<file path="config.mk">
export PLATFORM = sky130hd
export DESIGN_NAME = pc_sequencer
export DESIGN_NICKNAME = d
export VERILOG_FILES = /design/src/rtl/mips_cpu_pkg.sv /design/src/rtl/pc_target_mux.sv /design/src/rtl/pc_sequencer.sv
export SDC_FILE = /design/constraint.sdc
export NUM_CORES = 1
export LEC_CHECK = 0
export ABC_AREA = 1
export BUFFER_PORTS_ARGS = -buffer_cell sky130_fd_sc_hd__buf_2
export CORE_MARGIN = 5
export CORE_UTILIZATION = 40
export CTS_CLUSTER_DIAMETER = 80
export CTS_CLUSTER_SIZE = 30
export DETAILED_ROUTE_END_ITERATION = 6
export PLACE_DENSITY_LB_ADDON = 0.1
export SLEW_MARGIN = 30
export SYNTH_ARGS = -nofsm -noshare
export SYNTH_HDL_FRONTEND = slang
export SYNTH_SLANG_ARGS = --single-unit
</file>
<file path="constraint.sdc">
create_clock -name clk -period 1.65 [get_ports clk]
set_input_delay 0.165 -clock clk [delete_from_list [all_inputs] [get_ports clk]]
set_output_delay 0.165 -clock clk [all_outputs]
set_load 0.05 [all_outputs]
</file>
<file path="src/rtl/mips_cpu_pkg.sv">
// Shared types and default constants for the multicycle MIPS core.
// Holds the PC sequencer state encoding and default reset/halt addresses.
package mips_cpu_pkg;

    typedef enum logic [1:0] {
        RUN  = 2'd0,
        SLOT = 2'd1,
        HALT = 2'd2
    } pc_state_t;

    localparam logic [31:0] DEFAULT_RESET_VECTOR = 32'hBFC0_0000;
    localparam logic [31:0] DEFAULT_HALT_ADDR    = 32'h0000_0000;

endpackage

</file>
<file path="src/rtl/pc_target_mux.sv">
// Combinational priority select of the redirect target (jumpreg > jump > branch),
// plus the redirect request flag and a multi-select error flag.
module pc_target_mux #(
    parameter int unsigned ADDR_W = 32
) (
    input  logic              condition_met,
    input  logic [ADDR_W-1:0] branch_addr,
    input  logic              jump,
    input  logic [ADDR_W-1:0] jump_addr,
    input  logic              jumpreg,
    input  logic [ADDR_W-1:0] read_data_a,
    output logic [ADDR_W-1:0] target,
    output logic              request,
    output logic              multi_sel
);

    always_comb begin
        target = '0;
        if (jumpreg) begin
            target = read_data_a;
        end else if (jump) begin
            target = jump_addr;
        end else if (condition_met) begin
            target = branch_addr;
        end
    end

    assign request   = condition_met | jump | jumpreg;
    assign multi_sel = (condition_met & jump) | (condition_met & jumpreg) | (jump & jumpreg);

endmodule

</file>
<file path="src/rtl/pc_sequencer.sv">
// Registered PC sequencer: PC register, redirect target hold, branch delay slot
// and halt-on-jump-to-HALT_ADDR. Optional misaligned-target fault: PC_ALIGN_CHECK_EN.
module pc_sequencer
    import mips_cpu_pkg::*;
#(
    parameter int unsigned       ADDR_W       = 32,
    parameter logic [ADDR_W-1:0] RESET_VECTOR = ADDR_W'(DEFAULT_RESET_VECTOR),
    parameter logic [ADDR_W-1:0] HALT_ADDR    = ADDR_W'(DEFAULT_HALT_ADDR)
) (
    input  logic              clk,
    input  logic              reset_n,
    input  logic              advance,
    input  logic              condition_met,
    input  logic [ADDR_W-1:0] branch_addr,
    input  logic              jump,
    input  logic [ADDR_W-1:0] jump_addr,
    input  logic              jumpreg,
    input  logic [ADDR_W-1:0] read_data_a,
    output logic [ADDR_W-1:0] pc,
    output logic [ADDR_W-1:0] link_addr,
    output logic              delay_slot,
    output logic              halted,
    output logic              ctrl_err,
    output logic              align_fault
);

    pc_state_t         state_q, state_d;
    logic [ADDR_W-1:0] pc_q, pc_d;
    logic [ADDR_W-1:0] target_q, target_d;
    logic              delay_slot_q, delay_slot_d;
    logic              halted_q, halted_d;
    logic              ctrl_err_q, ctrl_err_d;
    logic              align_fault_q, align_fault_d;

    logic [ADDR_W-1:0] sel_target;
    logic              request;
    logic              multi_sel;

    pc_target_mux #(
        .ADDR_W (ADDR_W)
    ) u_target_mux (
        .condition_met (condition_met),
        .branch_addr   (branch_addr),
        .jump          (jump),
        .jump_addr     (jump_addr),
        .jumpreg       (jumpreg),
        .read_data_a   (read_data_a),
        .target        (sel_target),
        .request       (request),
        .multi_sel     (multi_sel)
    );

    always_comb begin
        state_d       = state_q;
        pc_d          = pc_q;
        target_d      = target_q;
        delay_slot_d  = delay_slot_q;
        halted_d      = halted_q;
        ctrl_err_d    = ctrl_err_q;
        align_fault_d = align_fault_q;

        if (advance) begin
            case (state_q)
                RUN: begin
                    pc_d = pc_q + ADDR_W'(4);
                    if (request) begin
                        target_d     = sel_target;
                        state_d      = SLOT;
                        delay_slot_d = 1'b1;
                        if (multi_sel) begin
                            ctrl_err_d = 1'b1;
                        end
                    end
                end
                SLOT: begin
                    // A redirect issued from the delay slot itself is dropped.
                    if (request) begin
                        ctrl_err_d = 1'b1;
                    end
                    delay_slot_d = 1'b0;
`ifdef PC_ALIGN_CHECK_EN
                    if (target_q[1:0] != 2'b00) begin
                        state_d       = HALT;
                        halted_d      = 1'b1;
                        align_fault_d = 1'b1;
                    end else
`endif
                    begin
                        pc_d = target_q;
                        if (target_q == HALT_ADDR) begin
                            state_d  = HALT;
                            halted_d = 1'b1;
                        end else begin
                            state_d = RUN;
                        end
                    end
                end
                default: begin
                end
            endcase
        end
    end

    always_ff @(posedge clk) begin
        if (!reset_n) begin
            state_q       <= RUN;
            pc_q          <= RESET_VECTOR;
            target_q      <= '0;
            delay_slot_q  <= 1'b0;
            halted_q      <= 1'b0;
            ctrl_err_q    <= 1'b0;
            align_fault_q <= 1'b0;
        end else begin
            state_q       <= state_d;
            pc_q          <= pc_d;
            target_q      <= target_d;
            delay_slot_q  <= delay_slot_d;
            halted_q      <= halted_d;
            ctrl_err_q    <= ctrl_err_d;
            align_fault_q <= align_fault_d;
        end
    end

    assign pc         = pc_q;
    assign link_addr  = pc_q + ADDR_W'(8);
    assign delay_slot = delay_slot_q;
    assign halted     = halted_q;
    assign ctrl_err   = ctrl_err_q;
`ifdef PC_ALIGN_CHECK_EN
    assign align_fault = align_fault_q;
`else
    assign align_fault = 1'b0;
`endif

endmodule

</file>
# After elaboration in Yosys (flattened, before gate mapping)
# Cells that the tools add are included.
[totals]
regBits = 69
in_bits = 102
output_inout_bits = 68
wordCells = 39
[classes]
n_addsub = 2
n_eq_ne = 4
mux = 12
bitwise_logic = 7
reduce_logical = 8
[op_table]
columns = ["operator", "n"]
rows = [
  ["2-to-1 mux 32 bit", 3],
  ["one-hot mux 32 bit (2 select lines)", 1],
  ["adder 32 x 3 -> 32 bit, second input constant", 1],
  ["adder 32 x 4 -> 32 bit, second input constant", 1],
  ["logical NOT 32 bit", 1],
  ["AND reduction 3 bit", 3],
  ["!= test 2 bit, second input constant", 3],
  ["AND reduction 5 bit", 1],
  ["2-to-1 mux 2 bit", 2],
  ["OR 1 bit", 4],
  ["one-hot mux 1 bit (2 select lines)", 2],
  ["one-hot mux 2 bit (2 select lines)", 1],
  ["AND 1 bit", 3],
  ["2-to-1 mux 1 bit", 3],
  ["== test 2 x 1 -> 1 bit, second input constant", 1],
  ["logical NOT 2 bit", 1],
  ["AND reduction 2 bit", 1],
  ["nonzero test 2 bit", 1],
]

# Longest topological paths before layout
[depth]
ltp_word = 6
mapped_depth = 10
depth_no_buf = 10

# Modules after synthesis
# From an unflattened synthesis, not the netlist that was laid out.
[hier_totals]
cells_unflattened = 871
area_unflattened_um2 = 5066.1
[modules_own_cells]
columns = ["mod", "instances", "cells_per_inst", "area_per_inst_um2", "seq_area_each_um2"]
rows = [
  ["pc_sequencer", 1, 623, 4083.9, 1361.3],
  ["pc_target_mux", 1, 248, 982.2, 0.0],
]

# Least setup slack after synthesis
# No wires, ideal clock.
[synth_path]
kind = "register to output"
start = "register pc_q[3], in the netlist pc[3]"
end = "output link_addr[24]"
arrival_time_ns = 2.572
t_required_ns = 1.485
slack_ns = -1.087
stages_incl_launch_ff = 8
n_path_buf = 0
cell_sequence = "dfxtp_1 -> inv_1 -> nor2_2 -> inv_1 -> nor2_4 -> nand3_2 -> nor2_2 -> xor2_1"
[synth_between]
elab_chain_cells = 1
[synth_rtl]
columns = ["element", "line_no", "rtl"]
rows = [
  ["start, declared", "pc_sequencer.sv:28", "logic [ADDR_W-1:0] pc_q, pc_d;"],
  ["start signal, assigned", "pc_sequencer.sv:115", "pc_q <= pc_d;"],
  ["adder 32 x 4 -> 32 bit", "pc_sequencer.sv:125", "assign link_addr = pc_q + ADDR_W'(8);"],
  ["end, declared", "pc_sequencer.sv:20", "output logic [ADDR_W-1:0] link_addr,"],
]
# No other way between the ends.

# Final worst setup path
[layout_path]
start = "register pc_q[13], in the netlist pc[13]"
end = "output link_addr[25]"
# Same word-level chain as after synthesis.

==> results.ini <==
[global_route]
antenna_found_initial = 0
track_usage = 0.261
grt_pass1_wl_um = 30300
grt_max_degree = 51
grt_pass1_vias = 5960
grt-ovfl-total = 0

[pwr]
worst_ir_drop_vdd_mv = 0.391
power_mw = 5.80
leakagePower_nw = 3.92
p_per_area_nw_per_um2 = 683

[worst_setup_path]
path_cells = nand2_2 > nor2_2 > inv_1 > nor2_1 > nand2_1 > nor2_4 > xor2_4 > buf_8
crit_path_end_kind = output port
critical-path-top-delay-family = simple AND/OR/NAND/NOR gates
crit_required_ns = 1.48
worstPathArrival_ns = 1.87
slowest_stage = dfxtp_4
reg2reg_depth = 12
critPathBufInv = 2
worstSetupPathType = flip-flop to output port
cpPeakStageDelay_ns = 0.37
startpoint_type = flip-flop
crit_cells = 8
crit_fanout = 4

[sta]
fin_crit_sh = 1.23
finalHoldWorstSlack_ns = 0.156
finalSetupViolations = 41
slew_violations = 0
setup_ws_ns = -0.380
max_freq_mhz = 493
rsz0062_at_grt = yes
finClkSkew_ns = 0.00987
min_period_ns = 2.03
hold_viol = 0

[synth]
ys_seq_area_frac = 0.282
ys_types = 40
synthCells = 759
syn_avg_cell_area_um2 = 6.35
ys_ff_latch = 68
yosys_warnings = 0
syn_nets = 864
syn_area_um2 = 4820

[clock_network]
cts_buffer_depth = 2
htree_num_levels = 3
cts_root_buf = clkbuf_16
cts_tree = done
cts.sinks = 68
worst_skew_pair.late_latency_ns = 0.33
clk_pin_slew_ns = 0.06
numCtsBuffers = 9
holdBufCountCts = 0

[floorplan]
rows = 40
die_h_um = 120
initial_utilization = 0.405
die_w_um = 120
io-pin-count = 170
core_area_um2 = 11900
dieArea_um2 = 14300

[finish]
area_growth_pct = 76.2
antenna_cells = 0
final_util = 0.713
nNetsFinal = 1153
final_cells = 1200
drive_gt1_frac = 0.503

[detailed_routing]
wl_met1_um = 8330
routed_wl_um = 19900
drtIter0Drc = 386
drc_errors = 0
wl_met2_um = 9760
wire_per_inst_um = 16.6
vias = 6334
top_layer = met4
antenna_left = 0
viasPerCell = 5.28
dr.pass1.iters = 4
met3RoutedLength_um = 1320

[outcome]
outcome = finished with violations
violations = setup timing

[placement]
placedCellCount = 1150
dp_hpwl_um = 14800
place.port_buffers = 168
gp_congestion = 0.978

[min_path]
holdPathStages = 3
hold_class = input port to flip-flop

[run]
maxCapViolCount = 0

sequential cells by signal, indices dropped and copies added, names as in the netlist:
register	count
pc	32
target_q	32
state_q	2
ctrl_err	1
halted	1
final timing paths:
check	from	endpoint	slack (ns)
worst max-delay path	pc[13]	link_addr[25]	-0.38
worst min-delay path	reset_n	pc[13]	0.16
worst max register to register	pc[3]	pc[28]	-0.11
worst min register to register	halted	halted	0.49
worst register-to-register path, stage by stage (launching register included):
cell	delay, ns
dfxtp_4	0.39
buf_6	0.12
buf_6	0.10
ha_4	0.14
inv_2	0.05
nor2_4	0.12
nand2_4	0.11
nor2_4	0.21
inv_2	0.10
o21ai_2	0.13
nand3_1	0.08
nand2_1	0.07
nand2_1	0.04
metal layers:
metal	vias to the layer above	track usage
met5	-	0
met4	0	0.0780
li1	3096	-
met1	2932	0.348
met3	40	0.0382
met2	266	0.437
cell usage in the layout, fill, tap and decap left out, types with 9 or more instances in the layout:
cell / instances
a21oi_1: 110
o21ai_0: 9
nor2_1: 85
nor2_2: 9
nand2_4: 16
nor2_4: 34
dfxtp_1: 38
buf_4: 128
nand2_1: 88
clkbuf_16: 11
nand3_1: 60
inv_2: 13
a211oi_1: 25
buf_6: 47
nand4_1: 13
buf_2: 142
xor2_4: 15
inv_1: 56
nand2_2: 23
dfxtp_4: 23
power by group:
group          switching (mW)  internal, mW
registers               0.114          1.76
clock network           0.721          1.33
logic                    1.18         0.689
layout make-up:
| type | count | area [um^2] |
|---|---|---|
| repair buffers | 326 | 2370 |
| clock buffers | 15 | 320 |
| fillers | 937 | 3420 |
| clock inverters | 1 | 8.76 |
| inverters | 77 | 310 |
| flip-flops and latches | 68 | 1460 |
| well taps | 147 | 184 |
| multi-input cells | 566 | 3850 |
kinds of logic after synthesis:
family	synth area share
and+or+nand+nor	0.335
AOI/OAI and AO/OA	0.214
buffers and inverters	0.111
DFF	0.282
xor gates and xnor gates	0.0491
adders and majority gates	0.00779
other	0.000778
synthesized netlist by cell type, drive strengths merged:
master | number | share of area
a211o | 5 | 0.0091
o221ai | 5 | 0.0091
nand3 | 71 | 0.076
a311oi | 2 | 0.0036
nand2 | 127 | 0.10
a31oi | 3 | 0.0039
nor3 | 11 | 0.013
nor2 | 128 | 0.12
ha | 3 | 0.0078
o211ai | 3 | 0.0047
a211oi | 26 | 0.040
inv | 76 | 0.059
clkinv | 1 | 0.00078
xnor2 | 4 | 0.0073
buf | 25 | 0.031
xor2 | 23 | 0.042
or2 | 1 | 0.0013
dfxtp | 68 | 0.28
o21ai | 22 | 0.024
conb | 1 | 0.00078
nand3b | 2 | 0.0031
clkbuf | 23 | 0.020
a21oi | 113 | 0.12
nor4 | 2 | 0.0026
o2111ai | 1 | 0.0018
nand4 | 13 | 0.017
stage by stage:
| step | setup TNS, ns | setup WS (ns) | instance area (um^2) |
|---|---|---|---|
| finish | -7.71 | -0.380 | 8490 |
| global route | -10.94 | -0.454 | 8490 |
| CTS | -8.19 | -0.383 | 8050 |
| detailed placement | -1.35 | -0.188 | 7190 |
| global placement | -1.02 | -0.197 | 7190 |
| floorplan | -4.78 | -0.357 | 5420 |
what timing repair did:
item / 4_1_cts / 5_1_grt
pin swaps: 41 / 54
resized for setup: 118 / 93
buffers inserted: 19 / 24
setup endpoints to repair: 35 / 54
Note: power is estimated with default switching activity, not from simulation.
